===== config.mk =====
export PLATFORM = sky130hd
export DESIGN_NAME = seg7_flag_scanner
export DESIGN_NICKNAME = d
export VERILOG_FILES = /design/src/rtl/seg7_flag_scanner.sv
export SDC_FILE = /design/constraint.sdc
export NUM_CORES = 1
export LEC_CHECK = 0
export CAP_MARGIN = 25
export CORE_MARGIN = 2
export CORE_UTILIZATION = 60
export CTS_BUF_LIST = sky130_fd_sc_hd__clkbuf_4 sky130_fd_sc_hd__clkbuf_8 sky130_fd_sc_hd__clkbuf_16
export DETAILED_ROUTE_END_ITERATION = 7
export HOLD_SLACK_MARGIN = 0.12
export MAX_ROUTING_LAYER = met4
export PLACE_DENSITY = 0.84
export SKIP_CTS_REPAIR_TIMING = 1
export SLEW_MARGIN = 20
export SYNTH_ARGS = -nofsm -noshare
export SYNTH_HDL_FRONTEND = slang
export SYNTH_HIERARCHICAL = 1
export SYNTH_SLANG_ARGS = --single-unit

===== constraint.sdc =====
create_clock -name clk -period 4.2 [get_ports clk]
set_input_delay 0.84 -clock clk [delete_from_list [all_inputs] [get_ports clk]]
set_output_delay 0.84 -clock clk [all_outputs]
set_load 0.05 [all_outputs]

===== src/rtl/seg7_flag_scanner.sv =====
// ---------------------------------------------------------------------------
// seg7_flag_scanner
//   Multiplexed 4-digit common-anode 7-segment driver that shows a snapshot
//   of an ALU result and its flags.
//
//   Digit scan order (one window of REFRESH_DIV clocks each):
//     idx0 : hex of snap_result[3:0]
//     idx1 : hex of snap_result[7:4]
//     idx2 : blank (anode still driven)
//     idx3 : flag bars  g = zero, d = carry, a = overflow
//   The first GUARD cycles of every window drive all anodes off so the
//   previous digit's pattern cannot ghost onto the next digit.
//
// Ports
//   clk       in   1  system clock, rising edge
//   rst_n     in   1  asynchronous active-low reset
//   load      in   1  snapshot strobe, level-sampled every clock
//   result    in   8  ALU result to display
//   zero      in   1  ALU zero flag
//   carry     in   1  ALU carry flag
//   overflow  in   1  ALU overflow flag
//   an        out  4  anode enables, active low, an[i] selects digit i
//   seg       out  7  segments {g,f,e,d,c,b,a}, active low
//
// Outputs are registered: they reflect cnt/idx/snapshot of the previous
// cycle (one cycle of latency).
// ---------------------------------------------------------------------------
module seg7_flag_scanner #(
  parameter int REFRESH_DIV = 50000,
  parameter int GUARD       = 4
) (
  input  logic       clk,
  input  logic       rst_n,
  input  logic       load,
  input  logic [7:0] result,
  input  logic       zero,
  input  logic       carry,
  input  logic       overflow,
  output logic [3:0] an,
  output logic [6:0] seg
);

  // Counter must hold REFRESH_DIV-1; at least one bit.
  localparam int CW = (REFRESH_DIV > 2) ? $clog2(REFRESH_DIV) : 1;
  localparam logic [CW-1:0] CNT_LAST = CW'(REFRESH_DIV - 1);
  localparam logic [CW-1:0] GUARD_C  = CW'(GUARD);
  localparam logic [6:0]    SEG_OFF  = 7'h7F;
  localparam logic [3:0]    AN_OFF   = 4'b1111;

  // Active-low hex digit pattern, {g,f,e,d,c,b,a}.
  function automatic logic [6:0] hex_to_seg(input logic [3:0] nib);
    logic [6:0] pat;
    case (nib)
      4'h0:    pat = 7'h40;
      4'h1:    pat = 7'h79;
      4'h2:    pat = 7'h24;
      4'h3:    pat = 7'h30;
      4'h4:    pat = 7'h19;
      4'h5:    pat = 7'h12;
      4'h6:    pat = 7'h02;
      4'h7:    pat = 7'h78;
      4'h8:    pat = 7'h00;
      4'h9:    pat = 7'h10;
      4'hA:    pat = 7'h08;
      4'hB:    pat = 7'h03;
      4'hC:    pat = 7'h46;
      4'hD:    pat = 7'h21;
      4'hE:    pat = 7'h06;
      4'hF:    pat = 7'h0E;
      default: pat = SEG_OFF;
    endcase
    return pat;
  endfunction

  // Flag bars: g = zero, d = carry, a = overflow; lit segment is low.
  function automatic logic [6:0] flag_bars(input logic z, input logic c,
                                           input logic v);
    return ~{z, 2'b00, c, 2'b00, v};
  endfunction

  logic [7:0]    snap_result_r;
  logic          snap_zero_r;
  logic          snap_carry_r;
  logic          snap_overflow_r;
  logic [CW-1:0] cnt_r;
  logic [1:0]    idx_r;
  logic [3:0]    an_r;
  logic [6:0]    seg_r;
  logic [3:0]    an_nxt_s;
  logic [6:0]    seg_nxt_s;
  logic [6:0]    digit_seg_s;

  // Snapshot registers: capture on every cycle load is high, else hold.
  always_ff @(posedge clk or negedge rst_n) begin
    if (!rst_n) begin
      snap_result_r   <= 8'h00;
      snap_zero_r     <= 1'b0;
      snap_carry_r    <= 1'b0;
      snap_overflow_r <= 1'b0;
    end else if (load) begin
      snap_result_r   <= result;
      snap_zero_r     <= zero;
      snap_carry_r    <= carry;
      snap_overflow_r <= overflow;
    end else begin
      snap_result_r   <= snap_result_r;
      snap_zero_r     <= snap_zero_r;
      snap_carry_r    <= snap_carry_r;
      snap_overflow_r <= snap_overflow_r;
    end
  end

  // Window counter and digit index; load never disturbs the scan timing.
  always_ff @(posedge clk or negedge rst_n) begin
    if (!rst_n) begin
      cnt_r <= {CW{1'b0}};
      idx_r <= 2'd0;
    end else if (cnt_r == CNT_LAST) begin
      cnt_r <= {CW{1'b0}};
      idx_r <= idx_r + 2'd1;
    end else begin
      cnt_r <= cnt_r + {{(CW-1){1'b0}}, 1'b1};
      idx_r <= idx_r;
    end
  end

  // Segment pattern for the digit currently selected.
  always_comb begin
    digit_seg_s = SEG_OFF;
    case (idx_r)
      2'd0:    digit_seg_s = hex_to_seg(snap_result_r[3:0]);
      2'd1:    digit_seg_s = hex_to_seg(snap_result_r[7:4]);
      2'd2:    digit_seg_s = SEG_OFF;
      2'd3:    digit_seg_s = flag_bars(snap_zero_r, snap_carry_r,
                                       snap_overflow_r);
      default: digit_seg_s = SEG_OFF;
    endcase
  end

  // Next output: guard blanking at the start of each window, else digit.
  always_comb begin
    an_nxt_s  = AN_OFF;
    seg_nxt_s = SEG_OFF;
    if (cnt_r < GUARD_C) begin
      an_nxt_s  = AN_OFF;
      seg_nxt_s = SEG_OFF;
    end else begin
      an_nxt_s  = ~(4'b0001 << idx_r);
      seg_nxt_s = digit_seg_s;
    end
  end

  // Output registers; async reset blanks the display immediately.
  always_ff @(posedge clk or negedge rst_n) begin
    if (!rst_n) begin
      an_r  <= AN_OFF;
      seg_r <= SEG_OFF;
    end else begin
      an_r  <= an_nxt_s;
      seg_r <= seg_nxt_s;
    end
  end

  assign an  = an_r;
  assign seg = seg_r;

  seg7_flag_scanner_chk u_chk (
    .clk   (clk),
    .rst_n (rst_n),
    .an    (an_r),
    .seg   (seg_r)
  );

endmodule

// ---------------------------------------------------------------------------
// seg7_flag_scanner_chk
//   Property checker for the scanner outputs.
// Ports
//   clk    in  1  system clock
//   rst_n  in  1  asynchronous active-low reset
//   an     in  4  anode enables (active low)
//   seg    in  7  segments (active low)
// ---------------------------------------------------------------------------
module seg7_flag_scanner_chk (
  input logic       clk,
  input logic       rst_n,
  input logic [3:0] an,
  input logic [6:0] seg
);

  // Never more than one anode driven at a time.
  a_one_anode: assert property (@(posedge clk) disable iff (!rst_n)
    $countones(~an) <= 1);

  // With all anodes off the segment lines are idle as well.
  a_blank_idle: assert property (@(posedge clk) disable iff (!rst_n)
    (an == 4'b1111) |-> (seg == 7'h7F));

endmodule


# Word-level counts from Yosys, hierarchy flattened
# Memory sizes are Yosys's and may differ from the RTL's.
# Index checks and enable logic that the tools add are counted.
dict set report totals {
  register_bits 40
  latch_bits 0
  ramBits 0
  romBits 224
  in_bits 14
  memories 2
}
dict set report op_classes {
  addsub 2
  multipliers 0
  div_mod_pow 0
  order_cmp 1
  n_eq_ne 4
  shift 1
  n_mux 4
  n_bitwise 2
  n_reduce_logical 1
}
# name depth word_bits rd rd_ports_with_merged_regs wr line
set memory_table {}
lappend memory_table {{(name not given)} 16 7 1 0 0 53} ;# case (nib)
lappend memory_table {{(name not given)} 16 7 1 0 0 53}
# operator n
set op_table {}
lappend op_table {{$pmux W7 S4} 1}
lappend op_table {{$add A16 B1 Y16 const B} 1}
lappend op_table {{$eq A16 B16 Y1 const B} 1}
lappend op_table {{$lt A16 B3 Y1 const B} 1}
lappend op_table {{$mux W16} 1}
lappend op_table {{$mux W7} 1}
lappend op_table {{$not A7 Y7} 1}
lappend op_table {{$eq A2 B2 Y1 const B} 2}
lappend op_table {{$mux W4} 1}
lappend op_table {{$not A4 Y4} 1}
lappend op_table {{$shl A1 B2 Y4 const A} 1}
lappend op_table {{$add A2 B1 Y2 const B} 1}
lappend op_table {{$eq A2 B1 Y1 const B} 1}
lappend op_table {{$logic_not A2 Y1} 1}

# Longest topological paths before layout
# Gate-level depths: netlist of run 1.
dict set report depth {
  depth_word 3
  mapped_depth 6
  mapped_depth_nobuf 6
}

# Worst setup path before layout of run 1
# No wires, ideal clock.
dict set report synth_path {
  path_type {input -> register}
  start {input port load}
  end {register snap_result_r[0]}
  t_arrival_ns 1.429
  setup_slack_ns 2.640
  stages 3
  path_cell_list {clkbuf_1 clkbuf_1 o21ai_0}
}
# item line
set synth_lines {}
lappend synth_lines {{start, declared} 34} ;# input logic load,
lappend synth_lines {{end signal, assigned} 101} ;# snap_result_r <= result;
lappend synth_lines {{end signal, assigned} 106} ;# snap_result_r <= snap_result_r;
lappend synth_lines {{end, declared} 81} ;# logic [7:0] snap_result_r;
# No word-level cell between the ends.

# Final worst setup path of run 1
dict set report layout_path {
  start {register seg_r[0] (netlist: seg[0])}
  end {output port seg[0]}
}
# item line
set layout_lines {}
lappend layout_lines {{start, declared} 88} ;# logic [6:0] seg_r;
lappend layout_lines {{start signal, assigned} 160} ;# seg_r <= seg_nxt_s;
lappend layout_lines {{end, declared} 40} ;# output logic [6:0] seg
# No word-level cell between the ends.

==> results of run 1 <==
## flip-flops by register name, summed over array words and instances (netlist names)
name,count
cnt_r,16
snap_result_r,8
seg,7
an,4
idx_r,2
snap_carry_r,1
snap_overflow_r,1
snap_zero_r,1
## cells in the mapped netlist (2+ instances only)
master | instances | area [sq um]
nand2_1 | 20 | 75.1
nand2b_1 | 2 | 12.5
mux2i_1 | 6 | 60.1
inv_1 | 14 | 52.6
nor2_1 | 18 | 67.6
dfrtp_1 | 29 | 726
o21ai_0 | 15 | 75.1
xnor2_1 | 8 | 70.1
dfstp_2 | 11 | 289
clkbuf_1 | 3 | 11.3
a211oi_1 | 2 | 15.0
or3b_2 | 2 | 17.5
nand3_1 | 8 | 40.0
ha_1 | 20 | 250
nor4_4 | 2 | 42.5
a21oi_1 | 5 | 25.0
and4_1 | 2 | 17.5
a2111oi_0 | 2 | 17.5
o22ai_1 | 2 | 12.5
nand4_1 | 8 | 50.1
nor4_1 | 3 | 18.8
a311oi_1 | 2 | 17.5
nor3_1 | 4 | 20.0
mux2_2 | 9 | 101
xor2_1 | 7 | 61.3
buf_2 | 4 | 20.0
o221ai_1 | 2 | 17.5
## path summary, 6_finish.rpt
kind / depth (start not counted) / startpoint / to
min in group asynchronous: 1 / rst_n / snap_result_r[4]
worst max register to register: 6 / snap_result_r[0] / seg[3]
worst max-delay path: 1 / seg[0] / seg[0]
worst min-delay path: 1 / cnt_r[0] / cnt_r[0]
worst min register to register: 1 / cnt_r[0] / cnt_r[0]
max in group asynchronous: 1 / rst_n / cnt_r[7]
## power groups by stage
| stage | clock network, mW | logic (mW) | registers [mW] |
|---|---|---|---|
| after floorplan | 0 | 0.0762 | 0.476 |
| after global placement | 0 | 0.161 | 0.444 |
| after detailed placement | 0 | 0.163 | 0.445 |
| after CTS | 0.335 | 0.165 | 0.438 |
| after global routing | 0.354 | 0.180 | 0.443 |
| final | 0.329 | 0.165 | 0.439 |
## metrics by stage
stage               cell area (sq um)  hold slack (ns)  setup slack, ns  total power [mW]
global placement                 2580            0.500             2.06             0.605
finish                           2710            0.518             1.75             0.933
floorplan                        2340            0.475             2.64             0.552
detailed placement               2580            0.503             2.03             0.608
global route                     2710            0.544             1.70             0.977
CTS                              2710            0.515             1.74             0.938
## routing by layer
metal / wire, um / track usage / vias up
met5: 0 / - / -
met4: 80 / 0.0944 / 0
met3: 272 / 0.0596 / 8
met2: 1950 / 0.329 / 61
met1: 2140 / 0.351 / 859
li1: - / - / 840
## final cells by class
class	instances	area share
tap	48	0.0222
inverter	14	0.0194
clock inverter	2	0.0143
multi-input combinational	163	0.452
timing repair buffer	24	0.0869
sequential	40	0.375
clock buffer	6	0.0305
## cells by family (layout without fill, tap and decap cells)
group           count (synthesis)  in the layout
fa+ha+maj                      20             20
buf+inv                        23             46
compound gates                 37             37
flops                          40             40
xor+xnor                       15             15
simple gates                   75             75
mux                            16             16
==> results.sh, run 1 <==
export IMPL_synth_ff_type="dfrtp_1"
export IMPL_track_usage=0.243
export IMPL_hold_path_class="reg -> reg"
export IMPL_fin_crit_ns=2.45
export IMPL_first_iter_violations=134
export IMPL_p_leak_nw=1.18
export IMPL_cts_sinks=40
export IMPL_n_fill_cell=266
export IMPL_antenna_cells=0
export IMPL_die_h_um=66.4
export IMPL_initial_core_util=0.629
export IMPL_grt_overflow_total=0
export IMPL_post_synth_instance_area_sq_um=2340
export IMPL_worstSetupEndpointType="output port"
export IMPL_place_congestion=0.918
export IMPL_async_reset_ff_frac=1.00
export IMPL_synth_top_family_by_area="simple AND/OR/NAND/NOR gates"
export IMPL_dp_cells=289
export IMPL_postRouteAntennaNets=0
export IMPL_crit_family="buffers and inverters"
export IMPL_portBuffers=24
export IMPL_synthMuxAreaShare=0.0787
export IMPL_fmax_ghz=0.409
export IMPL_avgSynthCellArea_sq_um=10.3
export IMPL_fin_util=0.728
export IMPL_synth_simple_area_share=0.179
export IMPL_synth_edf_count=0
export IMPL_io_pins=25
export IMPL_drc=0
export IMPL_cts_buffers=5
export IMPL_tns_ns=0
export IMPL_die_area_sq_um=4410
export IMPL_final_nets=282
export IMPL_dp_hpwl_um=3280
export IMPL_path_class="reg -> out"
export IMPL_ir_drop_mv=0.233
export IMPL_layout_commonest_cell="dfrtp_1"
export IMPL_required_ns=3.36
export IMPL_worstMarginPinSlew_ns=0.803
export IMPL_synth_compound_area_share=0.102
export IMPL_crit_chain="clkdlybuf4s50_1"
export IMPL_clock_latency_ns=0.30
export IMPL_cts_tree="done"
export IMPL_cts_root_buffer="clkbuf_8"
export IMPL_hold_violations=0
export IMPL_cap_violations=0
export IMPL_grt_pass1_vias=1601
export IMPL_cts_buffer_depth=2
export IMPL_synth_fa_ha_area_frac=0.107
export IMPL_syn_inst=226
export IMPL_grt_pass1_wl_um=7690
export IMPL_cp_slowest_cell="clkdlybuf4s50_1"
export IMPL_vias_per_cell=5.95
export IMPL_p_int_uw=678
export IMPL_h_tree_depth=2
export IMPL_chipWidth_um=66.4
export IMPL_seq_area_frac_synth=0.434
export IMPL_power_frac_seq=0.470
export IMPL_synth_cell_type_count=43
export IMPL_crit_buf_inv=1
export IMPL_synth_xor_area_frac=0.0562
export IMPL_switching_share=0.274
export IMPL_multi_input_area_sq_um=1220
export IMPL_startpoint_type="flop"
export IMPL_drt_wirelength_per_cell_um=15.0
export IMPL_grt_max_degree=41
export IMPL_rows=22
export IMPL_cp_arrival_ns=1.61
export IMPL_cts_reportedPaths_clkPinSlew_ns=0.08
export IMPL_fin_worst_skew_ns=0.00713
export IMPL_vias=1768
export IMPL_outcome="finished, final reports clean"
export IMPL_syn_to_final_growth_pct=15.8
export IMPL_clock_power_share=0.353
export IMPL_final_cell_mix="dfrtp_1, clkdlybuf4s50_1, nand2_1, ha_1, nor2_1"
export IMPL_cpPeakStageDelay_ns=0.79
export IMPL_powerDensity_nw_per_um2=345
export IMPL_crit_fanout=1
export IMPL_stdcell_count=297
export IMPL_rsz0062_at_grt="no"
export IMPL_p_switching_uw=255
export IMPL_grt_antenna_before_repair=0
export IMPL_p_comb_frac=0.177
export IMPL_core_sq_um=3720
export IMPL_layout_drive_gt1_share=0.153
export IMPL_ys_ff_latch=40
export IMPL_rrSetupSlack_ns=2.41
export IMPL_drt_total_wl_um=4440
export IMPL_regArea_sq_um=1010
export IMPL_first_pass_iters=4
export IMPL_synth_warnings=6
export IMPL_finalCritPeriodShare=0.583
export IMPL_slew_headroom=0.465
export IMPL_final_max_slew_violation_count=0
export IMPL_syn_nets=260
export IMPL_finalSetupViolations=0
Power figures use the tool's default switching activity.
==> inputs of run 2 (changes only) <==
CORE_UTILIZATION = 51   (was 60)
PLACE_DENSITY = 0.76   (was 0.84)
clock period = 2 ns   (was 4.2 ns; I/O delays follow)
==> results.sh, run 2 (synthesis results as in run 1) <==
export IMPL_outcome="finished, final reports clean"
export IMPL_multi_input_area_sq_um=1220
export IMPL_dp_hpwl_um=3530
export IMPL_antenna_cells=0
export IMPL_required_ns=2.19
export IMPL_final_nets=286
export IMPL_crit_family="compound AO/OA/AOI/OAI gates"
export IMPL_fin_crit_ns=1.77
export IMPL_final_cell_mix="dfrtp_1, nand2_1, ha_1, nor2_1, o21ai_0"
export IMPL_p_leak_nw=1.20
export IMPL_vias=1753
export IMPL_cts_sinks=40
export IMPL_startpoint_type="flop"
export IMPL_place_congestion=0.934
export IMPL_grt_pass1_wl_um=8220
export IMPL_cap_violations=0
export IMPL_powerDensity_nw_per_um2=671
export IMPL_first_iter_violations=192
export IMPL_rows=24
export IMPL_crit_buf_inv=1
export IMPL_slew_headroom=0.693
export IMPL_io_pins=25
export IMPL_grt_use_met1=0.306
export IMPL_hold_path_class="reg -> reg"
export IMPL_grt_pass1_vias=1689
export IMPL_first_pass_iters=4
export IMPL_path_class="reg -> reg"
export IMPL_grt_overflow_total=0
export IMPL_top_register="cnt_r"
export IMPL_fin_worst_skew_ns=0.0103
export IMPL_grt_busiest_layer="met1"
export IMPL_core_sq_um=4380
export IMPL_cts_tree="done"
export IMPL_layout_drive_gt1_share=0.202
export IMPL_n_fill_cell=387
export IMPL_h_tree_depth=2
export IMPL_die_area_sq_um=5140
export IMPL_cts_root_buffer="clkbuf_8"
export IMPL_grt_max_degree=22
export IMPL_worstMarginPinSlew_ns=0.461
export IMPL_worstSetupEndpointType="flop"
export IMPL_portBuffers=24
export IMPL_initial_core_util=0.533
export IMPL_grt_antenna_before_repair=0
export IMPL_largest_register_ffs=16
export IMPL_cts_buffers=5
export IMPL_crit_fanout=5
export IMPL_finalCritPeriodShare=0.886
export IMPL_drt_total_wl_um=4650
export IMPL_fin_util=0.615
export IMPL_chipWidth_um=71.7
export IMPL_final_max_slew_violation_count=0
export IMPL_grt_use_met3=0.0478
export IMPL_layout_commonest_cell="dfrtp_1"
export IMPL_cts_buffer_depth=2
export IMPL_regArea_sq_um=1010
export IMPL_postRouteAntennaNets=0
export IMPL_cpPeakStageDelay_ns=0.43
export IMPL_cts_reportedPaths_clkPinSlew_ns=0.08
export IMPL_fmax_ghz=0.564
export IMPL_crit_top_cell="o21ai_0"
export IMPL_clock_latency_ns=0.29
export IMPL_ir_drop_mv=0.442
export IMPL_finalSetupViolations=0
export IMPL_drc=0
export IMPL_vias_per_cell=5.75
export IMPL_rsz0062_at_grt="no"
export IMPL_cp_arrival_ns=1.96
export IMPL_tns_ns=0
export IMPL_met2_usage=0.294
export IMPL_syn_to_final_growth_pct=15.4
export IMPL_crit_chain="inv_1, ha_1, or3b_2, o21ai_0, a2111oi_1, o21ai_0"
export IMPL_die_h_um=71.7
export IMPL_drt_wirelength_per_cell_um=15.3
export IMPL_track_usage=0.213
export IMPL_cp_slowest_cell="dfrtp_1"
export IMPL_hold_violations=0
[run 2: where the power goes]
part           internal, mW  total (mW)  switching (mW)
registers             0.870       0.919          0.0489
logic                 0.145       0.348           0.203
clock network         0.270       0.541           0.271
[run 2: per-stage QoR]
step                setup slack, ns  instance area [sq um]  std cells  power, mW  hold slack, ns
finish                        0.228                   2700        305       1.81           0.524
global route                 0.0565                   2700        305       1.90           0.549
CTS                           0.237                   2690        304       1.82          0.0619
detailed placement            0.271                   2600        296       1.28           0.382
global placement              0.361                   2600        296       1.27           0.373
floorplan                     0.458                   2340        226       1.16           0.104
[run 2: layout make-up]
class,count,area share
inverter,14,0.0195
timing repair buffer,28,0.0937
tap,52,0.0241
sequential,40,0.376
clock buffer,7,0.0311
clock inverter,1,0.00139
multi-input combinational,163,0.454
[run 2: routing by layer]
metal  up-vias  share of wire
li1        852              -
met1       826           0.48
met2        67           0.44
met3         8          0.056
met4         0          0.020
met5         -              0
[run 2: final timing paths]
path / slack [ns] / depth (start not counted) / to / startpoint
setup reg to reg: 0.23 / 6 / seg[4] / snap_result_r[4]
hold reg to reg: 0.52 / 1 / snap_overflow_r / snap_overflow_r
hold / removal: 0.52 / 1 / snap_overflow_r / snap_overflow_r
setup / recovery: 0.23 / 6 / seg[4] / snap_result_r[4]
max in group asynchronous: 0.94 / 3 / cnt_r[11] / rst_n
min in group asynchronous: 0.59 / 2 / snap_result_r[5] / rst_n
